<file path="src/rtl/nibble_serial_tx.sv">
// nibble_serial_tx
// Takes a DATA_W-bit word over a valid/ready handshake and sends it out
// serially as one frame: a start bit (0), the data bits LSB first, then a
// stop bit (1). Each bit is held for CLKS_PER_BIT clock cycles. This is the
// sending end of the D-register data path.
//
// Ports
//   clk      rising-edge clock
//   reset    asynchronous active-low reset (0 = reset)
//   enable   clock enable; 0 freezes the frame in progress
//   d_in     word to send, sampled only on an accepting handshake
//   d_valid  sender has a word on d_in
//   d_ready  block can accept a word (combinational)
//   tx       registered serial line, idles high
//   busy     a frame is in progress (START/DATA/STOP)
//   done     one-cycle pulse after a frame completes
module nibble_serial_tx #(
  parameter int DATA_W       = 4,
  parameter int CLKS_PER_BIT = 4
) (
  input  logic              clk,
  input  logic              reset,
  input  logic              enable,
  input  logic [DATA_W-1:0] d_in,
  input  logic              d_valid,
  output logic              d_ready,
  output logic              tx,
  output logic              busy,
  output logic              done
);

  // Counter widths collapse to one bit when the range is a single value.
  localparam int CW = (CLKS_PER_BIT > 1) ? $clog2(CLKS_PER_BIT) : 1;
  localparam int IW = (DATA_W > 1) ? $clog2(DATA_W) : 1;

  typedef enum logic [1:0] {
    IDLE,
    START,
    DATA,
    STOP
  } state_t;

  state_t            state, state_nxt;
  logic [CW-1:0]     cnt, cnt_nxt;
  logic [IW-1:0]     idx, idx_nxt;
  logic [DATA_W-1:0] shift, shift_nxt;
  logic [DATA_W-1:0] shifted;
  logic              tx_nxt;
  logic              done_nxt;
  logic              last_cnt;

  // Ready is a pure function of reset, enable and state so a sender may wait
  // on it without creating a loop through d_valid.
  assign d_ready  = reset & enable & (state == IDLE);
  assign busy     = (state != IDLE);
  assign last_cnt = (cnt == CW'(CLKS_PER_BIT - 1));

  // State register. Everything resets asynchronously; tx is kept as a
  // register so the pin never sees a combinational glitch.
  always_ff @(posedge clk or negedge reset) begin
    if (!reset) begin
      state <= IDLE;
      cnt   <= '0;
      idx   <= '0;
      shift <= '0;
      tx    <= 1'b1;
      done  <= 1'b0;
    end else begin
      state <= state_nxt;
      cnt   <= cnt_nxt;
      idx   <= idx_nxt;
      shift <= shift_nxt;
      tx    <= tx_nxt;
      done  <= done_nxt;
    end
  end

  // Next-state logic. The defaults hold everything and clear done, which is
  // exactly the behaviour needed when enable is low. tx_nxt always carries
  // the line level belonging to the state being entered, so a bit becomes
  // visible on the same edge that starts it.
  always_comb begin
    state_nxt = state;
    cnt_nxt   = cnt;
    idx_nxt   = idx;
    shift_nxt = shift;
    tx_nxt    = tx;
    done_nxt  = 1'b0;
    shifted   = shift >> 1;

    if (enable) begin
      case (state)
        IDLE: begin
          tx_nxt = 1'b1;
          if (d_valid && d_ready) begin
            shift_nxt = d_in;
            cnt_nxt   = '0;
            idx_nxt   = '0;
            tx_nxt    = 1'b0;
            state_nxt = START;
          end
        end

        START: begin
          if (last_cnt) begin
            cnt_nxt   = '0;
            idx_nxt   = '0;
            tx_nxt    = shift[0];
            state_nxt = DATA;
          end else begin
            cnt_nxt = cnt + CW'(1);
          end
        end

        // At each data bit boundary the register shifts right and the new
        // LSB goes straight to the line.
        DATA: begin
          if (last_cnt) begin
            cnt_nxt = '0;
            if (idx == IW'(DATA_W - 1)) begin
              tx_nxt    = 1'b1;
              state_nxt = STOP;
            end else begin
              idx_nxt   = idx + IW'(1);
              shift_nxt = shifted;
              tx_nxt    = shifted[0];
            end
          end else begin
            cnt_nxt = cnt + CW'(1);
          end
        end

        STOP: begin
          if (last_cnt) begin
            cnt_nxt   = '0;
            tx_nxt    = 1'b1;
            done_nxt  = 1'b1;
            state_nxt = IDLE;
          end else begin
            cnt_nxt = cnt + CW'(1);
          end
        end

        default: begin
          tx_nxt    = 1'b1;
          state_nxt = IDLE;
        end
      endcase
    end
  end

endmodule

</file>
<file path="config.mk">
export PLATFORM = sky130hd
export DESIGN_NAME = nibble_serial_tx
export DESIGN_NICKNAME = d
export VERILOG_FILES = /design/src/rtl/nibble_serial_tx.sv
export SDC_FILE = /design/constraint.sdc
export NUM_CORES = 1
export LEC_CHECK = 0
export ABC_CLOCK_PERIOD_IN_PS = 1940
export BUFFER_PORTS_ARGS = -buffer_cell sky130_fd_sc_hd__buf_2
export CORE_MARGIN = 1.5
export CORE_UTILIZATION = 53
export DETAILED_ROUTE_END_ITERATION = 6
export GPL_ROUTABILITY_DRIVEN = 0
export MAX_ROUTING_LAYER = met4
export PLACE_DENSITY = 0.75
export SYNTH_ARGS = -nofsm -noshare
export SYNTH_HDL_FRONTEND = slang
export SYNTH_SLANG_ARGS = --single-unit
</file>
<file path="constraint.sdc">
create_clock -name clk -period 1.94 [get_ports clk]
set_input_delay 0.291 -clock clk [delete_from_list [all_inputs] [get_ports clk]]
set_output_delay 0.291 -clock clk [all_outputs]
set_load 0.01 [all_outputs]
</file>
==> impl_metrics.ini, run 1 <==
[timing]
setup_tns_ps = 0
finalHoldViolations = 0
worst_pin_slew_ps = 290
rsz0062_at_grt = no
setup_violations = 0
skew_ps = 6.84
fin_crit_ps = 1770
max_freq_mhz = 566
max_slew_margin_pct = 80.5
fin_crit_sh_pct = 91.1
final_max_slew_viol_count = 0

[floorplanning]
fp.dieW_um = 40.8
num_rows = 13
die_area_um2 = 1670
start_util_pct = 57.5
ios = 12
die_y_um = 40.8
core_um2 = 1320

[cts]
htreeDepth = 1
clk_latency_ps = 270
cts_hold_buf = 1
clock_path_buffers = 2
cts.sinks = 12
cts_made_buffers = 3
cts_root_buffer = clkbuf_4
cts_tree = yes
post_cts_buffers = 0
post_cts_resized = 0
clk_pin_slew_ps = 70

[setup_path]
critPathKind = primary input to primary output
critPathTopFamily = buffers and inverters
cp.arrival_ps = 1480
slowest_stage = dlygate4sd3_1
cp_common_cell = buf_2
cp.required_ps = 1650
startpoint_type = primary input
slowest_delay_ps = 520
endpoint_kind = primary output
path_max_fanout = 14
path_cells = dlygate4sd3_1, buf_2, buf_4, and3_1, buf_2
critPathBufInv = 4

[final_layout]
num_antenna_cells = 0
synthToLayoutAreaGrowth_pct = 16.3
layout.nets = 102
final_cells = 101
final_cell_mix = dfrtp_1 (11), buf_2 (11), ha_1 (7), inv_1 (5), mux2_4 (4)
drive_above_1_share_pct = 37.2
fill_cells = 107

[power_and_ir_drop]
switching_share_pct = 37.6
p_clk_share_pct = 14.0
p_int_mw = 0.856
switchingPower_mw = 0.516
cellLeakagePower_nw = 0.444
seqPwrFrac_pct = 32.9
total_power_mw = 1.37
power.density_nw_per_um2 = 1550
p_comb_share_pct = 53.1
peakVddDrop_mv = 0.866

[global_route]
grt_use_total_pct = 21.6
grt_pass1_vias = 512
grt_pass1_wl_mm = 2.20
grt_overflow = 0
grt_start_max_net_pins = 15
grt_antenna_before_repair = 0

[synth]
synth-async-reset-ratio_pct = 100
ys_top_cells_by_area = dfrtp_1 (36%), ha_1 (12%), mux2_4 (7.9%)
postSynthCellCount = 69
ys_warn_count = 0
ys_seq_area_share_pct = 39.8
synth_edf_count = 0
synth_top_area_cell = dfrtp_1
syn_area_per_cell_um2 = 11.0
syn_nets = 84
yosysUniqueCellTypes = 32
synth_top_cell_area_share_pct = 36.3
synthFlopType = dfrtp_1
synthesis.area_um2 = 758
ys_ff_latch = 12

[detailed_routing]
via_per_inst = 5.50
wl_met2_um = 681
wl_per_cell_um = 14.2
ant_nets = 0
met3_length_um = 49
drt_iter0_markers = 11
remaining_drc_errors = 0
dr.pass1.iters = 4
vias = 555
wl_met1_um = 679
finalWirelength_mm = 1.43
top_layer = met4

[run_status]
status = complete, no violations

[min_path]
min_path_type = primary input to flip-flop

[flow_run]
max_cap_viol_count = 0

[placed_design]
io_buffers = 11
post-dp-hpwl_mm = 1.10
dpl.cell_count = 96
==> worst paths after layout <==
kind,from,endpoint,slack [ps],depth (start not counted)
setup / recovery,reset,d_ready,170,5
hold / removal,enable,tx,370,3
setup reg to reg,state[0],shift[0],200,6
hold reg to reg,tx,tx,460,2
max in group asynchronous,reset,tx,1190,3
min in group asynchronous,reset,cnt[0],500,3
==> cell families (layout without fill, tap and decap cells) <==
group,after synthesis,after routing,synth area share [%]
simple gates,20,20,15.2
compound gates,16,16,15.7
flops,12,12,39.8
mux,8,8,13.9
fa+ha+maj,7,7,11.6
buf+inv,6,23,3.96
==> flip-flops by register name, indices dropped and copies added, names as in the netlist <==
name and flops:
cnt 2, done 1, idx 2, shift 4
state 2, tx 1
==> layer usage <==
| metal | vias to the layer above | global-route usage, % |
|---|---|---|
| met3 | 4 | 8.15 |
| li1 | 279 | - |
| met5 | - | - |
| met4 | 0 | 8.33 |
| met2 | 10 | 34.8 |
| met1 | 262 | 23.9 |
==> per-stage QoR <==
step	utilization [%]	area, µm²	setup slack [ps]	hold WS, ps
floorplan	-	758	310	-4.59
global placement	63.4	836	217	277
detailed placement	63.4	836	215	260
CTS	67.0	882	151	351
global route	67.0	882	78.1	372
finish	67.0	882	173	366
==> cell usage after synthesis (all sizes together), types with 2 or more instances <==
cell    number
and3         2
dfrtp       11
ha           7
inv          5
mux2         8
nand2        5
nand2b       3
nor2         3
nor2b        2
nor3         2
o21ai        6
==> worst reg2reg max path, delay by kind of cell, from the launching register on <==
family          cells  cell delay (ps)
compound gates      1              300
fa+ha+maj           1              250
buf+inv             1              120
flops               1              410
mux                 1              310
simple gates        2              240
==> power groups by stage <==
stage / logic, mW / registers (mW) / clock network (mW)
6_report: 0.728 / 0.452 / 0.192
5_1_grt: 0.797 / 0.468 / 0.212
4_1_cts: 0.727 / 0.452 / 0.201
3_5_place_dp: 0.724 / 0.456 / 0
3_3_place_gp: 0.708 / 0.453 / 0
2_1_floorplan: 0.587 / 0.442 / 0
==> area by class of cell <==
cell class | instances | area (µm²) | area share, %
timing repair buffer | 14 | 80.1 | 9.08
clock buffer | 4 | 36.3 | 4.11
sequential | 12 | 302 | 34.2
tap | 15 | 18.8 | 2.13
inverter | 5 | 18.8 | 2.13
multi-input combinational | 51 | 427 | 48.4
(Power assumes the default switching activity.)
==> inputs of run 2 (changes only) <==
==> constraint.sdc (replaced) <==
create_clock -name clk -period 1.94 [get_ports clk]
set_input_delay 0.291 -clock clk [delete_from_list [all_inputs] [get_ports clk]]
set_output_delay 0.291 -clock clk [all_outputs]
set_load 0.1 [all_outputs]
==> run 2 against run 1 <==
Die area stayed put. Sequential power grew 0.9%. Wire length decreased by 3.1%. Worst hold slack lost 32 ps. Clock skew down 2.4 ps. Combinational power is 29% higher. Core utilization is 1.2 points higher. First-iteration DRC count down 18%. Sequential share of layout area fell by 0.62 points. Non-clock buffer count is 1 higher. Clock power is 15% lower.
==> impl_metrics.ini, run 2 (synthesized netlist as in run 1, its figures left out) <==
[power_and_ir_drop]
switchingPower_mw = 0.708
p_int_mw = 0.850
power.density_nw_per_um2 = 1730
p_clk_share_pct = 10.4
p_comb_share_pct = 60.3
cellLeakagePower_nw = 0.436
switching_share_pct = 45.4
peakVddDrop_mv = 0.895
seqPwrFrac_pct = 29.2

[cts]
clk_latency_ps = 270
cts_made_buffers = 3
htreeDepth = 1
cts_root_buffer = clkbuf_4
clk_pin_slew_ps = 80
clock_path_buffers = 2
cts_tree = yes
cts.sinks = 12

[flow_run]
max_cap_viol_count = 0

[final_layout]
layout.nets = 103
drive_above_1_share_pct = 40.2
multiInputGateArea_um2 = 439
final_cell_mix = dfrtp_1 (11), buf_2 (11), ha_1 (6), mux2_4 (4)
fill_cells = 100
final_cells = 102
seqCellArea_um2 = 302
synthToLayoutAreaGrowth_pct = 18.5
top_register = shift
num_antenna_cells = 0
largest_register_ffs = 4

[floorplanning]
num_rows = 13
die_area_um2 = 1670
ios = 12
core_um2 = 1320
fp.dieW_um = 40.8
start_util_pct = 57.5
die_y_um = 40.8

[setup_path]
critPathKind = flip-flop to primary output
startpoint_type = flip-flop
cp.arrival_ps = 1600
cp.required_ps = 1650
endpoint_kind = primary output
cp-startpoint = state[0]
path_max_fanout = 5
regToRegStartpoint = state[0]

[placed_design]
dpl.cell_count = 96
io_buffers = 11

[timing]
skew_ps = 4.41
final_max_slew_viol_count = 0
fin_crit_sh_pct = 97.3
setup_tns_ps = 0
fin_crit_ps = 1890
max_slew_margin_pct = 67.7
worst_pin_slew_ps = 487
setup_violations = 0
max_freq_mhz = 530
rsz0062_at_grt = no
finalHoldViolations = 0

[global_route]
grt_use_total_pct = 19.6
grt_pass1_wl_mm = 1.95
grt_pass1_vias = 458
grt_start_max_net_pins = 12
grt_overflow = 0
grt_antenna_before_repair = 0

[detailed_routing]
vias = 579
ant_nets = 0
via_per_inst = 5.68
drt_iter0_markers = 9
finalWirelength_mm = 1.39
wl_per_cell_um = 13.6
dr.pass1.iters = 4
remaining_drc_errors = 0

[min_path]
min_path_type = primary input to flip-flop
hp-start = enable

[run_status]
status = complete, no violations
==> run 2: cell types whose count changed in the layout (fill, tap and decap cells not counted) <==
cell	before	now
inv_2	0	2
dlygate4sd3_1	1	2
inv_1	5	2
clkbuf_1	0	1
ha_4	0	1
clkbuf_8	1	0
ha_1	7	6
clkinvlp_4	0	1
==> run 2: repair_timing <==
action                                 CTS  global route
gates resized for setup                  0             0
endpoints found under the hold margin    6             0
buffers inserted                         0             0
hold buffers                             2             0
==> run 2: path summary, 6_finish.rpt <==
kind                       slack (ps)        to  depth (start not counted)
max                                50   d_ready                          4
min                               330        tx                          3
max reg2reg                       250  state[1]                          6
min reg2reg                       470        tx                          2
max in group asynchronous         710  shift[3]                          3
min in group asynchronous         510  state[1]                          3
==> run 2: power groups by stage <==
stage	sequential, mW	clock (mW)	combinational, mW
6_report	0.456	0.163	0.940
5_1_grt	0.472	0.174	1.03
4_1_cts	0.456	0.167	0.945
3_5_place_dp	0.462	0	0.936
3_3_place_gp	0.455	0	0.924
2_1_floorplan	0.528	0	0.715
==> run 2: routing by layer <==
layer / vias to the layer above / routed length (µm) / global-route usage, %
li1: 286 / - / -
met1: 275 / 667 / 24.3
met2: 10 / 632 / 29.3
met3: 8 / 44 / 3.26
met4: 0 / 44 / 12.5
met5: - / 0 / -
==> run 2: critical path, stage by stage, from the launching register on <==
cell and delay [ps]:
dfrtp_1 420, inv_2 110, ha_4 180, and3_1 180
buf_2 430
==> run 2: final cells by class <==
cell class              instances  area share, %
repair buffers                 15           10.0
multi-input cells              51           48.9
flip-flops and latches         12           33.6
clock buffers                   4           2.92
well taps                      15           2.09
inverters                       5           2.51
==> run 2: through the flow <==
stage	hold slack, ps	util (%)	power (mW)	area [µm²]	worst slack, ps
2_1_floorplan	-4.59	-	1.24	774	6.72
3_3_place_gp	140	64.7	1.38	852	270
3_5_place_dp	142	64.7	1.40	852	259
4_1_cts	338	68.2	1.57	898	55.6
5_1_grt	366	68.2	1.67	898	3.76
6_report	334	68.2	1.56	898	52.7
